$ cat config.mk
export PLATFORM = sky130hd
export DESIGN_NAME = dnn_seq
export DESIGN_NICKNAME = d
export VERILOG_FILES = /design/src/rtl/dnn_pkg.sv /design/src/rtl/dnn_mac.sv /design/src/rtl/dnn_seq.sv
export SDC_FILE = /design/constraint.sdc
export NUM_CORES = 1
export LEC_CHECK = 0
export ABC_AREA = 1
export BUFFER_PORTS_ARGS = -buffer_cell sky130_fd_sc_hd__buf_2
export CORE_MARGIN = 1.5
export CORE_UTILIZATION = 57
export CTS_CLUSTER_SIZE = 25
export DETAILED_ROUTE_END_ITERATION = 10
export GPL_TIMING_DRIVEN = 0
export PLACE_DENSITY = 0.79
export SLEW_MARGIN = 20
export SYNTH_ARGS = -nofsm -noshare
export SYNTH_HDL_FRONTEND = slang
export SYNTH_SLANG_ARGS = --single-unit
$ cat constraint.sdc
create_clock -name clk -period 6.9 [get_ports clk]
set_input_delay 0.345 -clock clk [delete_from_list [all_inputs] [get_ports clk]]
set_output_delay 0.345 -clock clk [all_outputs]
set_load 0.03 [all_outputs]
$ cat src/rtl/dnn_pkg.sv
// Shared types and width/index helpers for the time-multiplexed dense network.
package dnn_pkg;

    typedef enum logic [1:0] {IDLE, L1, L2, DONE} state_e;

    function automatic int hw_f(int dw, int n_in);
        return 2*dw + $clog2(n_in);
    endfunction

    function automatic int ow_f(int dw, int n_in, int n_hid);
        return hw_f(dw, n_in) + dw + $clog2(n_hid);
    endfunction

    // Counter width that stays legal for a dimension of 1.
    function automatic int cw_f(int n);
        return (n > 1) ? $clog2(n) : 1;
    endfunction

    // LSB of element [r][c] in a row-major flat bus.
    function automatic int lsb2d(int r, int c, int ncol, int dw);
        return (r*ncol + c) * dw;
    endfunction

endpackage

$ cat src/rtl/dnn_mac.sv
// Signed multiply-accumulate: sum = acc + a*b is exposed combinationally.
module dnn_mac #(
    parameter int DW = 5,
    parameter int MW = 12,
    parameter int OW = 19
) (
    input  logic                 clk,
    input  logic                 rst,
    input  logic                 clr,
    input  logic                 en,
    input  logic signed [DW-1:0] a,
    input  logic signed [MW-1:0] b,
    output logic signed [OW-1:0] sum
);

    localparam int PW = DW + MW;

    logic signed [PW-1:0] prod;
    logic signed [OW-1:0] acc_q, acc_d;

    assign prod = PW'(a) * PW'(b);
    assign sum  = acc_q + OW'(prod);

    // Clear wins over accumulate so the closing step of a dot product restarts at zero.
    always_comb begin
        acc_d = acc_q;
        if (clr)
            acc_d = '0;
        else if (en)
            acc_d = sum;
    end

    always_ff @(posedge clk) begin
        if (rst)
            acc_q <= '0;
        else
            acc_q <= acc_d;
    end

endmodule

$ cat src/rtl/dnn_seq.sv
// Two-layer dense network (input -> hidden with optional ReLU -> output)
// evaluated one product per cycle on a single MAC.
module dnn_seq
    import dnn_pkg::*;
#(
    parameter int N_IN  = 4,
    parameter int N_HID = 4,
    parameter int N_OUT = 2,
    parameter int DW    = 5
) (
    input  logic                            clk,
    input  logic                            rst,
    input  logic                            in_valid,
    output logic                            in_ready,
    input  logic                            relu_en,
    input  logic [N_IN*DW-1:0]              x_in,
    input  logic [N_IN*N_HID*DW-1:0]        w1_in,
    input  logic [N_HID*N_OUT*DW-1:0]       w2_in,
    output logic                            out_valid,
    input  logic                            out_ready,
    output logic [N_OUT*ow_f(DW,N_IN,N_HID)-1:0] out_data
);

    localparam int HW = hw_f(DW, N_IN);
    localparam int OW = ow_f(DW, N_IN, N_HID);
    localparam int MW = (HW > DW) ? HW : DW;
    localparam int IW = cw_f(N_IN);
    localparam int JW = cw_f(N_HID);
    localparam int KW = cw_f(N_OUT);

    state_e                      state_q, state_d;
    logic [N_IN*DW-1:0]          x_q, x_d;
    logic [N_IN*N_HID*DW-1:0]    w1_q, w1_d;
    logic [N_HID*N_OUT*DW-1:0]   w2_q, w2_d;
    logic                        relu_q, relu_d;
    logic [IW-1:0]               i_q, i_d;
    logic [JW-1:0]               j_q, j_d;
    logic [KW-1:0]               k_q, k_d;
    logic [N_HID-1:0][HW-1:0]    h_q, h_d;
    logic [N_OUT-1:0][OW-1:0]    out_q, out_d;

    logic                        mac_clr, mac_en;
    logic signed [DW-1:0]        mac_a;
    logic signed [MW-1:0]        mac_b;
    logic signed [OW-1:0]        mac_sum;
    logic signed [DW-1:0]        x_sel;
    logic signed [HW-1:0]        h_sel;

    dnn_mac #(.DW(DW), .MW(MW), .OW(OW)) u_mac (
        .clk (clk),
        .rst (rst),
        .clr (mac_clr),
        .en  (mac_en),
        .a   (mac_a),
        .b   (mac_b),
        .sum (mac_sum)
    );

    assign x_sel     = x_q[int'(i_q)*DW +: DW];
    assign h_sel     = h_q[j_q];
    assign in_ready  = (state_q == IDLE);
    assign out_valid = (state_q == DONE);
    assign out_data  = out_q;

    always_comb begin
        state_d = state_q;
        x_d     = x_q;
        w1_d    = w1_q;
        w2_d    = w2_q;
        relu_d  = relu_q;
        i_d     = i_q;
        j_d     = j_q;
        k_d     = k_q;
        h_d     = h_q;
        out_d   = out_q;
        mac_clr = 1'b0;
        mac_en  = 1'b0;
        mac_a   = '0;
        mac_b   = '0;
        case (state_q)
            IDLE: begin
                if (in_valid) begin
                    x_d     = x_in;
                    w1_d    = w1_in;
                    w2_d    = w2_in;
                    relu_d  = relu_en;
                    i_d     = '0;
                    j_d     = '0;
                    k_d     = '0;
                    mac_clr = 1'b1;
                    state_d = L1;
                end
            end
            L1: begin
                mac_a  = w1_q[lsb2d(int'(i_q), int'(j_q), N_HID, DW) +: DW];
                mac_b  = MW'(x_sel);
                mac_en = 1'b1;
                if (i_q == IW'(N_IN-1)) begin
                    h_d[j_q] = (relu_q && mac_sum[OW-1]) ? '0 : mac_sum[HW-1:0];
                    mac_clr  = 1'b1;
                    i_d      = '0;
                    if (j_q == JW'(N_HID-1)) begin
                        j_d     = '0;
                        state_d = L2;
                    end else begin
                        j_d = j_q + 1'b1;
                    end
                end else begin
                    i_d = i_q + 1'b1;
                end
            end
            L2: begin
                mac_a  = w2_q[lsb2d(int'(j_q), int'(k_q), N_OUT, DW) +: DW];
                mac_b  = MW'(h_sel);
                mac_en = 1'b1;
                if (j_q == JW'(N_HID-1)) begin
                    out_d[k_q] = mac_sum;
                    mac_clr    = 1'b1;
                    j_d        = '0;
                    if (k_q == KW'(N_OUT-1)) begin
                        k_d     = '0;
                        state_d = DONE;
                    end else begin
                        k_d = k_q + 1'b1;
                    end
                end else begin
                    j_d = j_q + 1'b1;
                end
            end
            DONE: begin
                if (out_ready)
                    state_d = IDLE;
            end
            default: state_d = IDLE;
        endcase
    end

    always_ff @(posedge clk) begin
        if (rst) begin
            state_q <= IDLE;
            x_q     <= '0;
            w1_q    <= '0;
            w2_q    <= '0;
            relu_q  <= 1'b0;
            i_q     <= '0;
            j_q     <= '0;
            k_q     <= '0;
            h_q     <= '0;
            out_q   <= '0;
        end else begin
            state_q <= state_d;
            x_q     <= x_d;
            w1_q    <= w1_d;
            w2_q    <= w2_d;
            relu_q  <= relu_d;
            i_q     <= i_d;
            j_q     <= j_d;
            k_q     <= k_d;
            h_q     <= h_d;
            out_q   <= out_d;
        end
    end

endmodule

Word level (Yosys, flattened, before mapping). Index checks and enable logic that the tools add are counted.

Add/sub/neg operators: 6. Multiply operators: 4. $lt $le $gt $ge: 4. Equality and inequality tests: 11. Shift operators: 3. Muxes and demuxes: 33. Reduce and logical (&&, ||, !) cells: 16.

Operator list (number): $shiftx 80x9->5 (1); $bwmux 48 (1); $shiftx 40x8->5 (1); $bwmux 38 (1); $mux 12 (3); $bmux 12 s2 (1); $demux 12 s2 (1); $pmux 12 s2 (1); $mux 2 (10); $shiftx 20x6->5 (1); $add 19x17->19 (1); $demux 19 s1 (1); $mux 19 (1); $mul 5x12->17 (1); $ne 2x2->1 const B (5); $pmux 5 s2 (1); $eq 2x2->1 const B (4); $mul 5x3->8 const B (1); $pmux 2 s4 (1); $reduce_and 2->1 (4); $mul 4x3->7 const B (1); $mux 1 (7); $pmux 2 s3 (1); $reduce_and 3->1 (2); other kinds (20) (25).

Bits in registers: 253. Bits of input ports: 145. Output and inout port bits: 40. Logic and storage cells: 92.

Logic depth before layout (Yosys ltp). Gate-level depths: netlist (run 1).

Depth in word-level cells: 9. Mapped depth: 32. Depth with buffers taken out: 29.

Hierarchy. A second synthesis (run 1) with hierarchy kept.

Cell total of the unflattened synthesis: 1973. Area, all modules: 13975.9 µm².

Modules (own cells, without submodules): dnn_seq (times used 1, cells each 1447, area an instance 10213.5 µm², sequential area each 4684.5 µm²); dnn_mac (times used 1, cells each 526, area an instance 3762.4 µm², sequential area each 380.4 µm²).

Least setup slack after synthesis (run 1). Ideal clock, no wire load.

Path type: register to register. Start: register state_q[0]. End: register u_mac.acc_q[13]. Setup time: 0.056 ns. Arrival: 5.056 ns. Required time: 6.844 ns. Path slack: 1.788 ns. Cell stages (with the launch flop): 24. Path buffers: 2. Period minus slack after synthesis: 5.112 ns. Path through: dfxtp_1 > inv_1 > ha_1 > clkbuf_1 > buf_2 > a32o_1 > nand2_1 > nand3_1 > fa_1 > fa_1 > inv_1 > fa_1 > fa_1 > inv_1 > fa_1 > nand3b_1 > nand2_1 > nand2_1 > a21boi_0 > nor2_1 > or2_2 > nand3_1 > nand2_1 > inv_1.

Cells in the longest elaborated chain, start to end: 4. Elaborated cells between the ends (all ways): 11. Those cells by class: add/sub (1); mul (1); eq/ne (2); mux (4); reduce/logical (3).

RTL lines: from (decl) (line dnn_seq.sv:31) `state_e state_q, state_d;`; from (signal assigned) (line dnn_seq.sv:151) `state_q <= state_d;`; $eq 2x2->1 / $eq 2x1->1 (equally long branches) (line dnn_seq.sv:80) `case (state_q)`; $pmux 5 s2 / $pmux 12 s2 (equally long branches) (line dnn_seq.sv:80); $mul 5x12->17 (line dnn_mac.sv:21) `assign prod = PW'(a) * PW'(b);`; $add 19x17->19 (line dnn_mac.sv:22) `assign sum = acc_q + OW'(prod);`; to (signal assigned) (line dnn_mac.sv:35) `acc_q <= '0;`; to (signal assigned) (line dnn_mac.sv:37) `acc_q <= acc_d;`; to (decl) (line dnn_mac.sv:19) `logic signed [OW-1:0] acc_q, acc_d;`.

Several ways; a longest one is shown, not always the timed one. A chain may end at the register's enable or synchronous reset.

Worst setup path after layout (run 1).
Start: register j_q[1]. End: register h_q[35] in the netlist's numbering.

Cells in the longest elaborated chain, start to end: 9. Elaborated cells between the ends (all ways): 20. Those cells by class: add/sub (3); mul (3); order compare (2); shift (2); mux (8); reduce/logical (2).

RTL lines: from (decl) (line dnn_seq.sv:37) `logic [JW-1:0] j_q, j_d;`; from (signal assigned) (line dnn_seq.sv:157) `j_q <= j_d;`; $add 4x2->5 / $add 3x1->4 (equally long branches) (line dnn_pkg.sv:21) `return (r*ncol + c) * dw;`; $mul 5x3->8 / $mul 4x3->7 (equally long branches) (line dnn_pkg.sv:21); $shiftx 80x9->5 / $shiftx 40x8->5 (equally long branches) (line dnn_seq.sv:95, dnn_seq.sv:113); $pmux 5 s2 (line dnn_seq.sv:80); $mul 5x12->17 (line dnn_mac.sv:21); $add 19x17->19 (line dnn_mac.sv:22); $logic_and 1x1->1 (line dnn_seq.sv:99) `h_d[j_q] = (relu_q && mac_sum[OW-1]) ? '0 : mac_sum[HW-1:0];`; $mux 12 (line dnn_seq.sv:99); $bwmux 48 * (line dnn_seq.sv:99); to (signal assigned) (line dnn_seq.sv:148) `h_q <= '0;`; to (signal assigned) (line dnn_seq.sv:159) `h_q <= h_d;`; to (decl) (line dnn_seq.sv:39) `logic [N_HID-1:0][HW-1:0] h_q, h_d;`.

Mark *: on every way between the ends. The rest lies on a longest branch, timed or not. The select of a mux whose other input is x is not followed.

==> qor.yml, run 1 <==
sta:
  relSlewSlack_pct: 41.9
  hold_violations: 0
  fin_skew_ns: 0.0330
  finalMaxSlewViolations: 0
  setup_violations: 0
  max_freq_mhz: 157
  grt_setup_unrepaired: "no"
  min_period_ns: 6.36
  whs_ns: 0.0467
  tightest_slew_ns: 0.869
  fin_setup_tns_ns: 0
  finalCritPeriodShare_pct: 92.2
place:
  dp_hpwl_um: 32200
  place_congestion: 0.982
  dpl-instance-area_mm2: 0.0150
  numPortBuffers: 183
finish:
  drive_gt1_share_pct: 15.5
  num-nets-final: 2326
  final_area_mm2: 0.0160
  area_growth_pct: 16.6
synth:
  yosys.area.top_type: "dfxtp_1"
  synthTopCellsByArea: "dfxtp_1, nor2_1, o21ai_0"
  post-synth-top-count-cell: "nor2_1"
  synth_cells: 1862
  ys_dominant_reg_cell: "dfxtp_1"
  ys_types: 45
  synth_top_area_share_pct: 36.9
  syn_avg_cell_area_um2: 7.37
  ys_warn_count: 0
  async_flop_share_pct: 0
  synth_nets: 2114
  seq_area_frac_synth_pct: 36.9
  synth_edf_count: 0
  synth.cell_area_mm2: 0.0137
  ys_ff_latch: 253
  synth_commonest_cells: "nor2_1, o21ai_0, dfxtp_1"
die:
  initial_core_util_pct: 58.3
  fp-row-count: 56
  die_w_um: 158
  die_h_um: 158
  dieArea_mm2: 0.0250
  coreArea_mm2: 0.0235
  ioPinCount: 185
critical_path:
  worstSetupEndpointType: "register"
  path_max_fanout: 10
  startpoint_type: "register"
  crit_arrival_ns: 6.85
  crit_type: "register to register"
  crit_required_ns: 7.39
pwr:
  ir_worst_vdd_uv: 205
  power_density_mw_per_mm2: 381
  p_leak_nw: 7.61
  finalPower_w: 0.00611
detailed_routing:
  drt_pass1_iterations: 5
  vias_per_cell: 5.66
  drtAntennaViolNets: 0
  wl_per_cell_um: 17.6
  wl_um: 42400
  vias: 13700
  remaining_drc_errors: 0
  drtIter0Drc: 1218
clock_network:
  clock_sinks: 253
  insertion_delay_ns: 0.56
  cts_root_buffer: "clkbuf_16"
  cts_tree: "built"
  h-tree-depth: 1
  path_clk_slew_ns: 0.07
  cts_made_buffers: 27
  cts-resized-gates: 0
  ctsHoldBuffers: 0
  clk_path_buf_depth: 3
  cts_setup_buffers: 0
job:
  max-cap-violations: 0
grt:
  grt_pass1_vias: 12900
  grt_max_degree: 15
  grt_pass1_wl_um: 66800
  antenna_found_initial: 1
  gr-total-overflow: 0
  grt_usage_pct: 34.4
worst_hold_path:
  min_path_type: "primary input to register"
outcome:
  status: "finished clean"
## placed cells by master, fill, tap and decap left out, types with 3 or more instances in the layout
cell type and n:
o221ai_1 6, nand4_1 4, o211ai_1 14, buf_1 7
o21ai_0 309, a32o_1 4, nand2_1 171, clkbuf_8 4
o21a_1 7, clkbuf_16 27, clkbuf_1 73, nor2_1 466
nor2_2 11, o21bai_1 8, a211oi_1 4, bufinv_16 5
a21oi_2 11, nand2_4 12, o22ai_1 7, buf_6 6
xor2_1 6, inv_1 135, ha_1 48, buf_4 3
fa_1 59, o21ai_1 14, nand3_1 60, a21oi_1 102
dfxtp_1 253, buf_2 209, nand2_2 8, clkinv_2 8
nand3b_1 3, or2_2 4, inv_2 6
## critical path, cell delays in order, from the launching register on
cell	delay, ns
dfxtp_1	0.41
clkbuf_1	0.48
o21ai_0	0.16
o21ai_0	0.33
o21ai_1	0.16
nand2_1	0.12
nand3_2	0.25
nand2_2	0.22
nand2_1	0.09
fa_1	0.48
fa_1	0.50
inv_1	0.06
fa_1	0.50
fa_1	0.56
inv_1	0.07
fa_1	0.44
nand3b_1	0.17
nand2_1	0.15
nand2_1	0.08
nand2_1	0.08
xor2_1	0.51
nand2_1	0.27
a21oi_1	0.18
## metal layers
metal	routed length (µm)	share of wire (%)	track usage [%]
met1	17500	41	45.1
met3	4070	9.6	6.02
met4	1460	3.4	11.6
met2	19400	46	57.3
met5	0	0	0
## metrics by stage
stage | setup WS [ns] | instances | utilization, %
after global placement | 0.746 | 2364 | 63.9
after floorplan | 1.79 | 1862 | -
final | 0.541 | 2415 | 68.0
after detailed placement | 0.699 | 2364 | 63.9
after global routing | 0.239 | 2414 | 68.0
after CTS | 0.646 | 2414 | 68.0
## flip-flops by register name, indices dropped and copies added, names as in the netlist
register and cells:
out_data 38, state_q 2, relu_q 1, u_mac.acc_q 19
w1_q 80, w2_q 40, k_q 1, j_q 2
h_q 48, i_q 2, x_q 20
## cell type report
class | count | area, µm²
Antenna cell | 1 | 2.50
Buffer | 115 | 549
Clock buffer | 34 | 742
Clock inverter | 16 | 219
Fill cell | 2058 | 7530
Inverter | 141 | 529
Multi-Input combinational cell | 1353 | 7590
Sequential cell | 253 | 5060
Tap cell | 319 | 399
Timing Repair Buffer | 183 | 916
## cells by family after synthesis
kind of cell | after synthesis | share of synthesized area (%)
AND/OR/NAND/NOR | 746 | 22.4
adder cells (fa/ha/maj) | 107 | 13.0
AO/OA/AOI/OAI | 492 | 19.4
flip-flops | 253 | 36.9
XOR/XNOR | 8 | 0.510
buffers and inverters | 256 | 7.85
## final timing paths
path / from / endpoint / slack [ns] / cells after the start
min: w1_in[61] / w1_q[61] / 0.05 / 3
min reg2reg: u_mac.acc_q[0] / u_mac.acc_q[0] / 0.47 / 2
max reg2reg: j_q[1] / h_q[35] / 0.54 / 22
max: j_q[1] / h_q[35] / 0.54 / 22
## report_power, final
| group | total [W] | leakage (nW) | internal (W) | switching, W |
|---|---|---|---|---|
| sequential | 0.00187 | 2.07 | 0.00172 | 0.000155 |
| clock | 0.00157 | 0.482 | 0.000952 | 0.000620 |
| combinational | 0.00266 | 5.05 | 0.000817 | 0.00184 |
Power figures use the tool's default switching activity.
==> run 2: changes to the inputs <==
--- a/config.mk
+++ b/config.mk
@@ -12,7 +12,7 @@
 export CTS_CLUSTER_SIZE = 25
 export DETAILED_ROUTE_END_ITERATION = 10
 export GPL_TIMING_DRIVEN = 0
-export PLACE_DENSITY = 0.79
+export PLACE_DENSITY_LB_ADDON = 0.15
 export SLEW_MARGIN = 20
 export SYNTH_ARGS = -nofsm -noshare
 export SYNTH_HDL_FRONTEND = slang
==> run 2 against run 1 <==
Clock skew is 0.0067 ns lower. Setup slack better by 0.023 ns. Largest cell class unchanged. Die area did not move.
==> qor.yml, run 2 (synthesized netlist as in run 1, its figures left out) <==
clock_network:
  cts_root_buffer: "clkbuf_16"
  ctsHoldBuffers: 0  # unchanged
  clock_sinks: 253  # unchanged
  cts_setup_buffers: 0  # unchanged
  path_clk_slew_ns: 0.07  # about the same
  cts_tree: "built"
  h-tree-depth: 1  # unchanged
  cts-resized-gates: 0  # unchanged
  insertion_delay_ns: 0.55  # about the same
  clk_path_buf_depth: 3  # unchanged
  cts_made_buffers: 27  # unchanged
pwr:
  pwr-share-comb_pct: 43.8  # +0.2 points
  ir_worst_vdd_uv: 199  # -3.1%
  p_switching_w: 0.00263  # +0.29%
  p_clk_share_pct: 25.6  # about the same
  seqPwrFrac_pct: 30.6  # about the same
  power_density_mw_per_mm2: 382  # +0.22%
  switching_share_pct: 42.9  # +0.050 points
  p_leak_nw: 7.59  # -0.24%
  p_int_w: 0.00349  # about the same
grt:
  gr-total-overflow: 0  # unchanged
  grt_max_degree: 14  # -1
  grt_pass1_wl_um: 67200  # +0.69%
  grt_usage_pct: 34.7  # +0.35 points
  grt_pass1_vias: 13000  # +1.2%
  antenna_found_initial: 2  # +1
finish:
  final_cell_mix: "nor2_1, o21ai_0, dfxtp_1"
  drive_gt1_share_pct: 15.4  # -0.14 points
  top_register: "w1_q"
  layout_commonest_cell: "nor2_1"
  top_regs: "w1_q: 80 flops, h_q: 48 flops, w2_q: 40 flops"
  largest_register_ffs: 80  # unchanged
  num-nets-final: 2326  # unchanged
  area_growth_pct: 16.5  # about the same
detailed_routing:
  vias_per_cell: 5.61  # -0.83%
  drtAntennaViolNets: 0  # unchanged
  drt_pass1_iterations: 5  # unchanged
  vias: 13500  # -0.83%
  wl_um: 42500  # +0.27%
  wl_per_cell_um: 17.6  # +0.27%
  drtIter0Drc: 1154  # -5.3%
  remaining_drc_errors: 0  # unchanged
sta:
  max_freq_mhz: 158  # +0.36%
  setup_violations: 0  # unchanged
  hold_violations: 0  # unchanged
  min_period_ns: 6.34  # -0.0227 ns
  relSlewSlack_pct: 45.1  # +3.2 points
  fin_skew_ns: 0.0263  # -0.00673 ns
  tightest_slew_ns: 0.821  # -0.0472 ns
  layout_setup_ws_ns: 0.564  # +0.0227 ns
  finalCritPeriodShare_pct: 91.8  # -0.33 points
  finalMaxSlewViolations: 0  # unchanged
  grt_setup_unrepaired: "no"
  fin_setup_tns_ns: 0  # unchanged
place:
  numPortBuffers: 183  # unchanged
  place_congestion: 0.954  # -2.9%
  dp_slack_ns: 0.715  # +0.0166 ns
  dp_hpwl_um: 32300  # +0.22%
critical_path:
  crit_required_ns: 7.35  # -0.04 ns
  rrSetupSlack_ns: 0.56  # +0.02 ns
  crit_top_cell: "fa_1"
  rr_endpoint: "h_q[45]"
  startpoint_type: "register"
  worstSetupStartpoint: "state_q[0]"
  worst_path_max_delay_cell: "xor2_1"
  r2r_start: "state_q[0]"
  max_stage_delay_ns: 0.62  # +0.06 ns
  crit_end: "h_q[45]"
  worstSetupEndpointType: "register"
  crit_arrival_ns: 6.79  # -0.06 ns
  crit_chain: "inv_1 -> ha_1 -> clkbuf_1 -> buf_2 -> nand3_1 -> nand2_2 -> nand2_1 -> fa_1 -> fa_1 -> inv_1 -> fa_1 -> fa_1 -> inv_1 -> fa_1 -> nand3b_1 -> nand2_1 -> nand2_1 -> nand2_1 -> xor2_1 -> nand2_4 -> a21oi_1"
  ff2ff_path_depth: 21  # -4.5%
  path_max_fanout: 10  # unchanged
  crit_type: "register to register"
job:
  max-cap-violations: 0  # unchanged
die:
  ioPinCount: 185  # unchanged
  coreArea_mm2: 0.0235  # unchanged
  initial_core_util_pct: 58.3  # unchanged
  die_w_um: 158  # unchanged
  fp-row-count: 56  # unchanged
  die_h_um: 158  # unchanged
  dieArea_mm2: 0.0250  # unchanged
worst_hold_path:
  min_path_type: "primary input to register"
outcome:
  status: "finished clean"
-- run 2: cell types whose count changed in the layout (fill, tap and decap cells not counted), sizes merged --
| cell | previous run | this run |
|---|---|---|
| clkbuf | 105 | 108 |
| clkinv | 8 | 5 |
| clkinvlp | 0 | 2 |
| inv | 144 | 142 |
-- run 2: through the flow --
| step | util (%) | instances | power, W | hold WS [ns] | cell area (µm²) |
|---|---|---|---|---|---|
| after detailed placement | 63.9 | 2364 | 0.00448 | 0.467 | 15000 |
| after CTS | 68.0 | 2414 | 0.00604 | 0.0493 | 16000 |
| after floorplan | - | 1862 | 0.00366 | 0.425 | 13700 |
| after global routing | 68.0 | 2415 | 0.00648 | 0.0690 | 16000 |
| final | 68.0 | 2415 | 0.00612 | 0.0517 | 16000 |
| after global placement | 63.9 | 2364 | 0.00442 | 0.449 | 15000 |
-- run 2: power groups by stage --
stage / logic (W) / registers [W] / clock network (W)
detailed placement: 0.00258 / 0.00189 / 0
global route: 0.00296 / 0.00189 / 0.00163
floorplan: 0.00180 / 0.00185 / 0
global placement: 0.00254 / 0.00189 / 0
CTS: 0.00261 / 0.00186 / 0.00156
finish: 0.00268 / 0.00187 / 0.00157
-- run 2: routing by layer --
layer	share of wire [%]	GRT usage (%)	vias up
li1	-	-	6465
met1	43	46.4	6319
met2	43	53.9	656
met3	10	9.12	101
met4	3.5	12.9	2
met5	0.026	0	-
-- run 2: how the worst min path moves through the flow --
stage,depth (start not counted),to,start
floorplan,2,x_q[10],x_q[10]
global placement,2,w1_q[69],w1_q[69]
detailed placement,2,w1_q[69],w1_q[69]
CTS,3,w2_q[23],w2_in[23]
global route,3,w2_q[25],w2_in[25]
finish,3,w2_q[23],w2_in[23]
-- run 2: cell type report --
cell class                      instances  area, µm²
Buffer                                115        549
Multi-Input combinational cell       1353       7590
Timing Repair Buffer                  183        916
Clock buffer                           37        753
Antenna cell                            1       2.50
Tap cell                              319        399
Inverter                              141        529
Clock inverter                         13        199
Fill cell                            2080       7540
Sequential cell                       253       5060
-- run 2: worst max-delay path, delay by kind of cell, from the launching register on --
family,cells,cell delay (ns)
compound gates,1,0.16
xor+xnor,1,0.62
fa+ha+maj,6,2.76
buf+inv,5,1.17
flops,1,0.34
simple gates,8,1.17
